## src/rtl/base10_alu_sequencer.sv

```systemverilog
// Command-side initiator for one base-10 ALU: issues one valid/ready command at a time,
// drives the level-enable ALU protocol with timeout, and returns a tagged response.
module base10_alu_sequencer #(
  parameter int unsigned TIMEOUT_CYCLES = 15,
  parameter int unsigned CNT_W          = 16
) (
  input  logic             clk,
  input  logic             reset,
  input  logic             cmd_valid,
  output logic             cmd_ready,
  input  logic [3:0]       cmd_op,
  input  logic [31:0]      cmd_a,
  input  logic [31:0]      cmd_b,
  input  logic [3:0]       cmd_tag,
  output logic             alu_enable,
  output logic [3:0]       alu_operation,
  output logic [31:0]      alu_operand_a,
  output logic [31:0]      alu_operand_b,
  input  logic [31:0]      alu_result,
  input  logic             alu_done,
  output logic             rsp_valid,
  input  logic             rsp_ready,
  output logic [31:0]      rsp_result,
  output logic [3:0]       rsp_tag,
  output logic             rsp_error,
  output logic             busy,
  output logic [CNT_W-1:0] op_count,
  output logic [CNT_W-1:0] timeout_count
);

  localparam int unsigned TMR_W = (TIMEOUT_CYCLES > 2) ? $clog2(TIMEOUT_CYCLES) : 1;
  localparam logic [TMR_W-1:0] TMR_LAST = TMR_W'(TIMEOUT_CYCLES - 1);
  localparam logic [3:0] OP_DIV  = 4'd3;
  localparam logic [3:0] OP_LAST = 4'd8;
  localparam logic [CNT_W-1:0] CNT_MAX = {CNT_W{1'b1}};

  typedef enum logic [1:0] {
    S_IDLE    = 2'd0,
    S_ISSUE   = 2'd1,
    S_RELEASE = 2'd2,
    S_RESP    = 2'd3
  } state_t;

  state_t            r_state;
  logic [TMR_W-1:0]  r_timer;
  logic              r_cmd_ready;
  logic              r_alu_enable;
  logic [3:0]        r_alu_operation;
  logic [31:0]       r_alu_operand_a;
  logic [31:0]       r_alu_operand_b;
  logic              r_rsp_valid;
  logic [31:0]       r_rsp_result;
  logic [3:0]        r_rsp_tag;
  logic              r_rsp_error;
  logic              r_busy;
  logic [CNT_W-1:0]  r_op_count;
  logic [CNT_W-1:0]  r_timeout_count;

  logic w_div_by_zero;
  assign w_div_by_zero = (r_alu_operation == OP_DIV) && (r_alu_operand_b == 32'd0);

  // Sequencer FSM; every output is a register updated here.
  always_ff @(posedge clk or posedge reset) begin
    if (reset) begin
      r_state         <= S_IDLE;
      r_timer         <= '0;
      r_cmd_ready     <= 1'b1;
      r_alu_enable    <= 1'b0;
      r_alu_operation <= '0;
      r_alu_operand_a <= '0;
      r_alu_operand_b <= '0;
      r_rsp_valid     <= 1'b0;
      r_rsp_result    <= '0;
      r_rsp_tag       <= '0;
      r_rsp_error     <= 1'b0;
      r_busy          <= 1'b0;
      r_op_count      <= '0;
      r_timeout_count <= '0;
    end else begin
      case (r_state)
        S_IDLE: begin
          if (cmd_valid) begin
            r_alu_operation <= cmd_op;
            r_alu_operand_a <= cmd_a;
            r_alu_operand_b <= cmd_b;
            r_rsp_tag       <= cmd_tag;
            r_cmd_ready     <= 1'b0;
            r_busy          <= 1'b1;
            if (cmd_op <= OP_LAST) begin
              r_timer      <= '0;
              r_alu_enable <= 1'b1;
              r_state      <= S_ISSUE;
            end else begin
              r_rsp_result <= '0;
              r_rsp_error  <= 1'b1;
              r_state      <= S_RESP;
            end
          end
        end

        // A done on the final timeout cycle takes priority over the abort.
        S_ISSUE: begin
          if (alu_done) begin
            r_rsp_result <= alu_result;
            r_rsp_error  <= w_div_by_zero;
            r_alu_enable <= 1'b0;
            r_state      <= S_RELEASE;
          end else if (r_timer == TMR_LAST) begin
            r_rsp_result <= '0;
            r_rsp_error  <= 1'b1;
            r_alu_enable <= 1'b0;
            if (r_timeout_count != CNT_MAX) r_timeout_count <= r_timeout_count + CNT_W'(1);
            r_state      <= S_RELEASE;
          end else begin
            r_timer <= r_timer + TMR_W'(1);
          end
        end

        S_RELEASE: begin
          r_state <= S_RESP;
        end

        S_RESP: begin
          if (!r_rsp_valid) begin
            r_rsp_valid <= 1'b1;
          end else if (rsp_ready) begin
            r_rsp_valid <= 1'b0;
            r_cmd_ready <= 1'b1;
            r_busy      <= 1'b0;
            if (r_op_count != CNT_MAX) r_op_count <= r_op_count + CNT_W'(1);
            r_state     <= S_IDLE;
          end
        end

        default: r_state <= S_IDLE;
      endcase
    end
  end

  assign cmd_ready     = r_cmd_ready;
  assign alu_enable    = r_alu_enable;
  assign alu_operation = r_alu_operation;
  assign alu_operand_a = r_alu_operand_a;
  assign alu_operand_b = r_alu_operand_b;
  assign rsp_valid     = r_rsp_valid;
  assign rsp_result    = r_rsp_result;
  assign rsp_tag       = r_rsp_tag;
  assign rsp_error     = r_rsp_error;
  assign busy          = r_busy;
  assign op_count      = r_op_count;
  assign timeout_count = r_timeout_count;

endmodule

```

## config.mk

```make
export PLATFORM = sky130hd
export DESIGN_NAME = base10_alu_sequencer
export DESIGN_NICKNAME = d
export VERILOG_FILES = /design/src/rtl/base10_alu_sequencer.sv
export SDC_FILE = /design/constraint.sdc
export NUM_CORES = 1
export LEC_CHECK = 0
export ABC_AREA = 1
export CELL_PAD_IN_SITES_DETAIL_PLACEMENT = 1
export CELL_PAD_IN_SITES_GLOBAL_PLACEMENT = 1
export CORE_MARGIN = 10
export CORE_UTILIZATION = 33
export CTS_BUF_LIST = sky130_fd_sc_hd__clkbuf_2
export DETAILED_ROUTE_END_ITERATION = 12
export PLACE_DENSITY_LB_ADDON = 0.1
export SYNTH_ARGS = -nofsm -noshare
export SYNTH_HDL_FRONTEND = slang
export SYNTH_SLANG_ARGS = --single-unit
```

## constraint.sdc

```tcl
create_clock -name clk -period 6.8 [get_ports clk]
set_clock_uncertainty 0.2 [all_clocks]
set_input_delay 2.04 -clock clk [delete_from_list [all_inputs] [get_ports clk]]
set_output_delay 2.04 -clock clk [all_outputs]
set_load 0.01 [all_outputs]
```

==> results of run 1 <==
[registers in the layout (all words and copies together), names as in the netlist, 2 cells and up]
name / cells
alu_operand_a: 32
alu_operand_b: 32
alu_operation: 4
op_count: 16
r_state: 2
r_timer: 4
rsp_result: 32
rsp_tag: 4
timeout_count: 16
[cells in the final DEF (no fill, tap or decap), drive strengths merged, types with 3 or more instances in the layout]
master           n
clkbuf          18
xnor2           15
nor3             4
clkdlybuf4s50  249
a21oi            4
ha               9
buf              4
nand3           18
xor2            10
nand2          432
o21ai           58
clkinv           3
nand4            3
nor2            59
inv             45
dfrtp          146
clkinvlp         5
[kinds of logic (layout without fill, tap and decap cells)]
kind of cell    Yosys count  in the layout
simple gates            520            520
flops                   147            147
buf+inv                  70            326
compound gates           63             63
xor+xnor                 25             25
fa+ha+maj                 9              9
other cells               0              2
[cell usage after synthesis, drive strengths merged (2+ instances only)]
cell type	n	area share [%]
nand3b	2	0.22
nand2	432	25
nand4	3	0.28
xor2	10	1.3
buf	17	1.7
a21oi	4	0.30
nand3	18	1.3
xnor2	15	2.0
ha	9	1.7
o21ai	58	4.3
clkbuf	12	0.67
nor2	59	3.7
or2	2	0.19
inv	41	2.4
dfrtp	146	54
nor3	4	0.37
[power groups by stage]
stage / sequential [mW] / combinational, mW / clock (mW)
6_report: 1.41 / 1.65 / 0.518
5_1_grt: 1.46 / 1.86 / 0.583
4_1_cts: 1.42 / 1.71 / 0.551
3_5_place_dp: 1.43 / 1.71 / 0
3_3_place_gp: 1.42 / 1.68 / 0
2_1_floorplan: 1.55 / 0.621 / 0
[metal layers]
layer / part of all wire [%] / vias up / track usage (%)
met5: 0 / - / 0
met4: 0.82 / 0 / 4.39
met3: 8.5 / 13 / 7.33
met2: 52 / 129 / 29.9
met1: 39 / 2942 / 18.9
li1: - / 3051 / -
[area by class of cell]
cell class                      instances  share of cell area [%]
Antenna cell                            2                  0.0517
Clock buffer                           18                   0.931
Clock inverter                         14                    1.59
Inverter                               41                    1.69
Multi-Input combinational cell        617                    28.1
Sequential cell                       147                    38.0
Tap cell                              270                    3.49
Timing Repair Buffer                  253                    26.1
[worst paths after layout]
check / from / to / slack [ns] / cells past startpoint
worst max-delay path: op_count[8]$_DFFE_PP0P_ / op_count[8] / 2.71 / 1
worst min-delay path: rsp_tag[3]$_DFFE_PP0P_ / rsp_tag[3]$_DFFE_PP0P_ / 0.31 / 2
worst max register to register: r_state[1]$_DFFE_PP0P_ / alu_operand_b[21]$_DFFE_PP0P_ / 4.41 / 7
worst min register to register: rsp_tag[3]$_DFFE_PP0P_ / rsp_tag[3]$_DFFE_PP0P_ / 0.31 / 2
max in group asynchronous: reset / r_timer[1]$_DFFE_PP0P_ / 3.75 / 3
min in group asynchronous: reset / alu_operand_b[29]$_DFFE_PP0P_ / 1.65 / 2
==> results.md, run 1 <==
- Status: finished, final reports clean
- Finished Cell Area: 9670 µm²
- Largest family of logic cells by synthesized area: simple AND/OR/NAND/NOR gates
- Internal cell power: 2.17 mW
- Synth warn: 0
- Switching power: 1.42 mW
- Via density per instance: 4.50
- Async SR Flop Fraction: 100%
- Post-DP HPWL: 16900 µm
- Combinational Power Share: 46.2%
- Critical path class: register to output pin
- Leak: 4.43 nW
- Top Ports: 250
- Adder-Cell Fraction of Synth Area: 1.68%
- Largest net degree at the start of global routing: 92
- Final Wtd Congestion: 0.765
- CP bufs+invs: 1
- Simple-gate area share of the yosys netlist: 30.8%
- Final Critical Period: 4.09 ns
- Seq cells post-synth: 147
- MaxCap Viol Count: 0
- Grt total ovfl: 0
- Synth cell types: 28
- Cells after synthesis: 834
- Wire per inst: 16.5 µm
- Cts hold-fix bufs: 0
- Syn Nets: 952
- Slew @ Worst Pin: 0.840 ns
- Final WL: 22400 µm
- Final worst-path cycle share: between 60% and 70%
- Clock Power Share: roughly 14%
- Dpl cell area: 9420 µm²
- Max Transition Viols Final: 0
- Worst Path Arrival: 1.85 ns
- Layout cells sized above 1: 6.06%
- Final setup violation count: 0
- Clock latency on the worst-skew pair: roughly 0.7 ns
- Max Root-Sink Buffers: 2
- Worst EP required: about 4.6 ns
- Gr usage total: between 10% and 20%
- Slowest CP cell: clkdlybuf4s50_1
- Filler cells: approximately 2400
- Most used DFF post-synth: dfrtp_1
- Final Non-Filler Cells: ~1400
- H-tree depth: 4
- Fin nets: 1195
- Die Footprint: 26500 µm²
- Post-Place Worst Slack: 2.62 ns
- Hold_ws: between 0.3 and 0.4 ns
- DP Cell Count: 1328
- Area growth, synth to finish: 44.0%
- Peak VDD IR: between 0.15 and 0.2 mV
- Vias in the first global route: ~6600
- Avg Cell Area, Syn: 8.05 µm²
- Clk root buf: clkbuf_2
- Crit end category: output pin
- Drt first-iter violations: about 230
- FF/Latch Area: between 3000 and 4000 µm²
- CP Launch Type: register
- Slowest stage delay, CP: between 0.6 and 0.7 ns
- Resized Gates After CTS: 0
- Via count: 6135
- First-pass GRT wire length: 36200 µm
- Die height: 163 µm
- Hold Path Class: register to register
- CP Max Fanout: 8
- Post-synth EDFFs: 0
- Drt drc: 0
- Sequential Power Share: 39.4%
- Routed Antenna Nets: 0
- Max Freq: approximately 240 MHz
- CTS tree: built
- Sequential fraction of the synthesis area: a little over half
- Initial antenna violation count: 2
- Setup repair bufs after CTS: 0
- Sink Count: 147
- Share of synthesized area spent on multiplexers: 0%
- Total CTS buffers: 17
- Setup ws final: around 2.7 ns
- DR pass1 iterations: 4
- Synth Area in Compound Gates: approximately 4.7%
- Sw Share: 39.6%
- Worst path cell trace: clkdlybuf4s50_1
- Fin util: 48.1%
- RSZ-0062 raised after global routing: no
- PwrDens: about 370 nW/µm²
- Setup tns final: 0 ns
- # rows: 52
- Chip Width: 163 µm
- Initial Util: 33.4%
- Delay-heaviest family, CP: buffers and inverters
- Number of port buffers: 249
- Worst slew margin: 44.0%
- Final-report hold violation count: 0
- Core region area: 20100 µm²
- Cell Area, Synth: ~6700 µm²
- Multi-input logic area: 2720 µm²
- Clock transition at path regs: 0.23 ns
- Overall power: roughly 3.6 mW
- Post-Synth XOR/XNOR Area: 3.26%
(Power assumes the default switching activity.)
==> run 2, diff against run 1 <==
==> constraint.sdc (replaced) <==
create_clock -name clk -period 4.18 [get_ports clk]
set_clock_uncertainty 0.2 [all_clocks]
set_input_delay 1.254 -clock clk [delete_from_list [all_inputs] [get_ports clk]]
set_output_delay 1.254 -clock clk [all_outputs]
set_load 0.01 [all_outputs]
==> run 2 against run 1 <==
Net effect:
- wire length increased by 1.1%
- first-iteration DRC count decreased by 17%
- global-route usage decreased by 0.13 points
- final cell count about the same
- clock power increased by 50%
- non-clock buffer count unchanged
- hold slack got worse by 0.0097 ns
- clock-buffer cell count increased by 1
- final area decreased by 0.13%
- utilization decreased by 0.062 points
- die area unchanged
- critical endpoint unchanged
- largest cell class unchanged
- highest routed layer is now met5
==> results.md, run 2 (synthesis results as in run 1) <==
- Setup tns final: 0 ns
- RSZ-0062 raised after global routing: no
- CTS tree: built
- Final Critical Period: 3.33 ns
- Largest net degree at the start of global routing: 85
- Top Ports: 250
- Final worst-path cycle share: 79.6%
- Drt drc: 0
- Initial antenna violation count: 4
- Slowest stage delay, CP: 0.61 ns
- Clk root buf: clkbuf_2
- Setup repair bufs after CTS: 0
- Commonest non-fill, non-tap cell in the layout: nand2_1
- Wire per inst: 16.6 µm
- Max Root-Sink Buffers: 2
- Final-report hold violation count: 0
- First-pass GRT wire length: about 36000 µm
- Hold Path Class: register to register
- Status: finished, final reports clean
- Routed Antenna Nets: 0
- Leak: 4.42 nW
- Most frequent cells in the layout: nand2_1 (422), clkdlybuf4s50_1 (249), dfrtp_1 (146), nor2_1 (53)
- Core region area: between 20000 and 25000 µm²
- Final setup violation count: 0
- Chip Width: around 160 µm
- Sink Count: 147
- Die height: 163 µm
- Hold_ws: between 0.3 and 0.4 ns
- Fin nets: 1195
- Slowest CP cell: clkdlybuf4s50_1
- CP Launch Type: register
- DR pass1 iterations: 4
- Worst EP required: 2.73 ns
- Via density per instance: 4.53
- Clock latency on the worst-skew pair: 0.70 ns
- Die Footprint: 26500 µm²
- Gr usage total: 17.1%
- Number of port buffers: 249
- CP bufs+invs: 1
- Critical path class: register to output pin
- Grt total ovfl: 0
- Layout cells sized above 1: slightly below 6%
- Resized Gates After CTS: 0
- Delay-heaviest family, CP: buffers and inverters
- # rows: between 50 and 60
- Crit end category: output pin
- Vias in the first global route: 6558
- Final WL: 22700 µm
- Worst Path Arrival: 1.87 ns
- Drt first-iter violations: 187
- Max Freq: 301 MHz
- Total CTS buffers: 17
- Clock transition at path regs: 0.22 ns
- Worst path cell trace: clkdlybuf4s50_1
- Final Wtd Congestion: 0.793
- Setup ws final: 0.853 ns
- CP Max Fanout: 8
- Cts hold-fix bufs: 0
- Max Transition Viols Final: 0
- H-tree depth: 4
- Filler cells: roughly 2400
- Post-Place Worst Slack: 1.01 ns
- PwrDens: between 500 and 600 nW/µm²
- MaxCap Viol Count: 0
- Area growth, synth to finish: 43.8%
- Worst slew margin: 44.5%
- Post-DP HPWL: roughly 17000 µm
- Slew @ Worst Pin: between 0.8 and 0.9 ns
- Via count: 6178
- Peak VDD IR: 0.316 mV
- Initial Util: between 30% and 40%
run 2: cell count changes in the layout (fill, tap and decap cells not counted):
cell,delta
buf_12,+2
clkinvlp_4,-1
clkinv_2,+3
bufinv_16,-1
inv_6,-3
diode_2,+1
buf_4,-2
clkbuf_2,+1
clkinv_1,+1
run 2: power by group:
part / internal, mW / switching, mW / total (mW)
Clock: 0.217 / 0.560 / 0.777
Combinational: 1.31 / 1.39 / 2.70
Sequential: 1.94 / 0.355 / 2.30
Total: 3.47 / 2.31 / 5.78
run 2: layer usage:
metal	vias to the layer above	global-route usage, %	share of wire [%]
met5	-	0	0.031
met1	2951	18.0	39
met2	145	29.4	50
met4	2	5.25	2.1
met3	25	8.42	9.5
li1	3055	-	-
run 2: area by class of cell:
class | instances | area [µm²] | share of cell area [%]
Tap cell | 270 | 338 | 3.50
Timing Repair Buffer | 253 | 2550 | 26.4
Multi-Input combinational cell | 617 | 2720 | 28.1
Clock inverter | 13 | 110 | 1.14
Antenna cell | 3 | 7.51 | 0.0777
Sequential cell | 147 | 3680 | 38.1
Clock buffer | 19 | 95.1 | 0.984
Inverter | 41 | 163 | 1.68
run 2: final timing paths:
path | from | to | slack (ns) | cells after the start
worst max-delay path | op_count[8]$_DFFE_PP0P_ | op_count[8] | 0.85 | 1
worst min-delay path | alu_operand_a[3]$_DFFE_PP0P_ | alu_operand_a[3]$_DFFE_PP0P_ | 0.30 | 2
worst max register to register | r_state[1]$_DFFE_PP0P_ | rsp_result[21]$_DFFE_PP0P_ | 1.91 | 10
worst min register to register | alu_operand_a[3]$_DFFE_PP0P_ | alu_operand_a[3]$_DFFE_PP0P_ | 0.30 | 2
max in group asynchronous | reset | alu_operand_a[9]$_DFFE_PP0P_ | 2.25 | 3
min in group asynchronous | reset | alu_operand_b[29]$_DFFE_PP0P_ | 0.82 | 3
run 2: metrics by stage:
stage	area (µm²)	util (%)	std cells	power (mW)
finish	9660	48.0	1363	5.78
global route	9660	48.0	1363	6.28
CTS	9650	48.0	1360	5.90
detailed placement	9450	47.0	1328	5.09
global placement	9450	47.0	1328	5.05
floorplan	6720	-	834	3.53
run 2: worst min-delay path: cells and delay by family (launching register included):
family	cells	cell delay [ns]
flops	1	0.38
simple gates	2	0.11
==> run 3, diff against run 2 <==
==> constraint.sdc (replaced) <==
create_clock -name clk -period 3.4 [get_ports clk]
set_clock_uncertainty 0.2 [all_clocks]
set_input_delay 1.02 -clock clk [delete_from_list [all_inputs] [get_ports clk]]
set_output_delay 1.02 -clock clk [all_outputs]
set_load 0.01 [all_outputs]
==> run 3 against run 2 <==
Net effect:
- utilization is 0.28 points higher
- combinational power is 25% higher
- via count is 0.60% lower
- final cell count is 0.22% higher
- die area stayed put
- critical endpoint unchanged
- largest power group unchanged
==> results.md, run 3 (synthesis results as in run 1) <==
- Status: finished, final reports clean
- Drt drc: 0
- Filler cells: 2428
- Final-report hold violation count: 0
- Die Footprint: ~26000 µm²
- Vias in the first global route: approximately 6600
- Die height: 163 µm
- Drt first-iter violations: 266
- Worst EP required: 2.18 ns
- Chip Width: 163 µm
- Slowest CP cell: clkdlybuf4s50_1
- Worst slew margin: 58.5%
- Layout cells sized above 1: 6.40%
- Via count: 6141
- Leak: 4.44 nW
- Slowest stage delay, CP: approximately 0.60 ns
- Hold_ws: 0.311 ns
- Grt total ovfl: 0
- Gr usage total: 17.2%
- Register-to-Register Path Depth: 10
- CP bufs+invs: 1
- Setup repair bufs after CTS: 0
- Crit end category: output pin
- Commonest non-fill, non-tap cell in the layout: nand2_1
- Hold Path Class: register to register
- Max Freq: 324 MHz
- # rows: 52
- FF/Latch Area: 3680 µm²
- Final Critical Period: 3.09 ns
- Most frequent cells in the layout: nand2_1 (422), clkdlybuf4s50_1 (249), dfrtp_1 (146), nor2_1 (53)
- Number of port buffers: 249
- MaxCap Viol Count: 0
- Clk root buf: clkbuf_2
- Cts hold-fix bufs: 0
- Area growth, synth to finish: 44.7%
- CP Depth: 1
- Critical path class: register to output pin
- Final worst-path cycle share: 90.8%
- Core region area: 20100 µm²
- Final Non-Filler Cells: 1366
- Total CTS buffers: 17
- Post-DP HPWL: 17200 µm
- First-pass GRT wire length: 36100 µm
- Peak VDD IR: between 0.3 and 0.4 mV
- H-tree depth: 4
- Worst hold path stage count: 2
- DR pass1 iterations: 4
- Wire per inst: 16.7 µm
- Largest net degree at the start of global routing: 72
- Resized Gates After CTS: 0
- Overall power: around 7.1 mW
- Max Root-Sink Buffers: 2
- Initial Util: 33.4%
- CTS tree: built
- Top Ports: 250
- CP Launch Type: register
- RSZ-0062 raised after global routing: no
- Setup tns final: 0 ns
- CP Max Fanout: 8
- Fin nets: 1199
- Sink Count: 147
- Final WL: 22800 µm
- Via density per instance: 4.50
- Final Wtd Congestion: 0.801
- Max Transition Viols Final: 0
- Worst path cell trace: clkdlybuf4s50_1
- Routed Antenna Nets: 0
- Clock transition at path regs: about 0.24 ns
- Worst Path Arrival: about 1.9 ns
- Multi-input logic area: 2720 µm²
- DP Cell Count: 1332
- PwrDens: approximately 730 nW/µm²
- Clock latency on the worst-skew pair: about 0.7 ns
- Slew @ Worst Pin: a little over 0.6 ns
- Final setup violation count: 0
- Delay-heaviest family, CP: buffers and inverters
- Initial antenna violation count: 2
==> run 3: cell types whose count changed in the layout (fill, tap and decap cells not counted) <==
cell / before / now
buf_12: 2 / 5
clkinvlp_4: 4 / 7
clkinv_2: 3 / 1
inv_6: 2 / 4
buf_4: 2 / 3
bufinv_16: 1 / 0
clkbuf_2: 19 / 18
clkinv_1: 2 / 1
diode_2: 3 / 2
==> run 3: area by class of cell <==
type	instances	area share, %
flip-flops and latches	147	37.9
multi-input cells	617	28.0
well taps	270	3.48
clock buffers	18	0.927
repair buffers	257	26.9
clock inverters	14	1.09
diodes	2	0.0515
inverters	41	1.67
==> run 3: worst paths after layout <==
path | start | endpoint | slack (ns)
min in group asynchronous | reset | alu_operand_a[1]$_DFFE_PP0P_ | 0.47
worst min-delay path | alu_operand_a[15]$_DFFE_PP0P_ | alu_operand_a[15]$_DFFE_PP0P_ | 0.31
worst max-delay path | op_count[8]$_DFFE_PP0P_ | op_count[8] | 0.31
max in group asynchronous | reset | cmd_ready$_DFFE_PP1P_ | 1.78
worst max register to register | r_state[1]$_DFFE_PP0P_ | rsp_result[11]$_DFFE_PP0P_ | 1.01
worst min register to register | alu_operand_a[15]$_DFFE_PP0P_ | alu_operand_a[15]$_DFFE_PP0P_ | 0.31
==> run 3: stage by stage <==
| step | area, µm² | util, % | setup slack, ns |
|---|---|---|---|
| after floorplan | 6720 | - | 0.334 |
| after global placement | 9510 | 47.3 | 0.560 |
| after global routing | 9720 | 48.3 | 0.115 |
| final | 9720 | 48.3 | 0.313 |
| after CTS | 9710 | 48.3 | 0.219 |
| after detailed placement | 9510 | 47.3 | 0.488 |
==> run 3: per-layer routing <==
metal / global-route usage, % / part of all wire (%) / vias to the layer above
met5: 0 / 0 / -
met4: 4.43 / 1.2 / 0
li1: - / - / 3066
met2: 29.1 / 49 / 157
met1: 18.4 / 39 / 2907
met3: 9.05 / 10 / 11
==> run 3: where the power goes <==
group	total, mW	switching (mW)	internal [mW]	leakage, nW
Sequential	2.83	0.436	2.39	1.90
Clock	0.906	0.708	0.198	0.107
Combinational	3.38	1.74	1.64	2.43
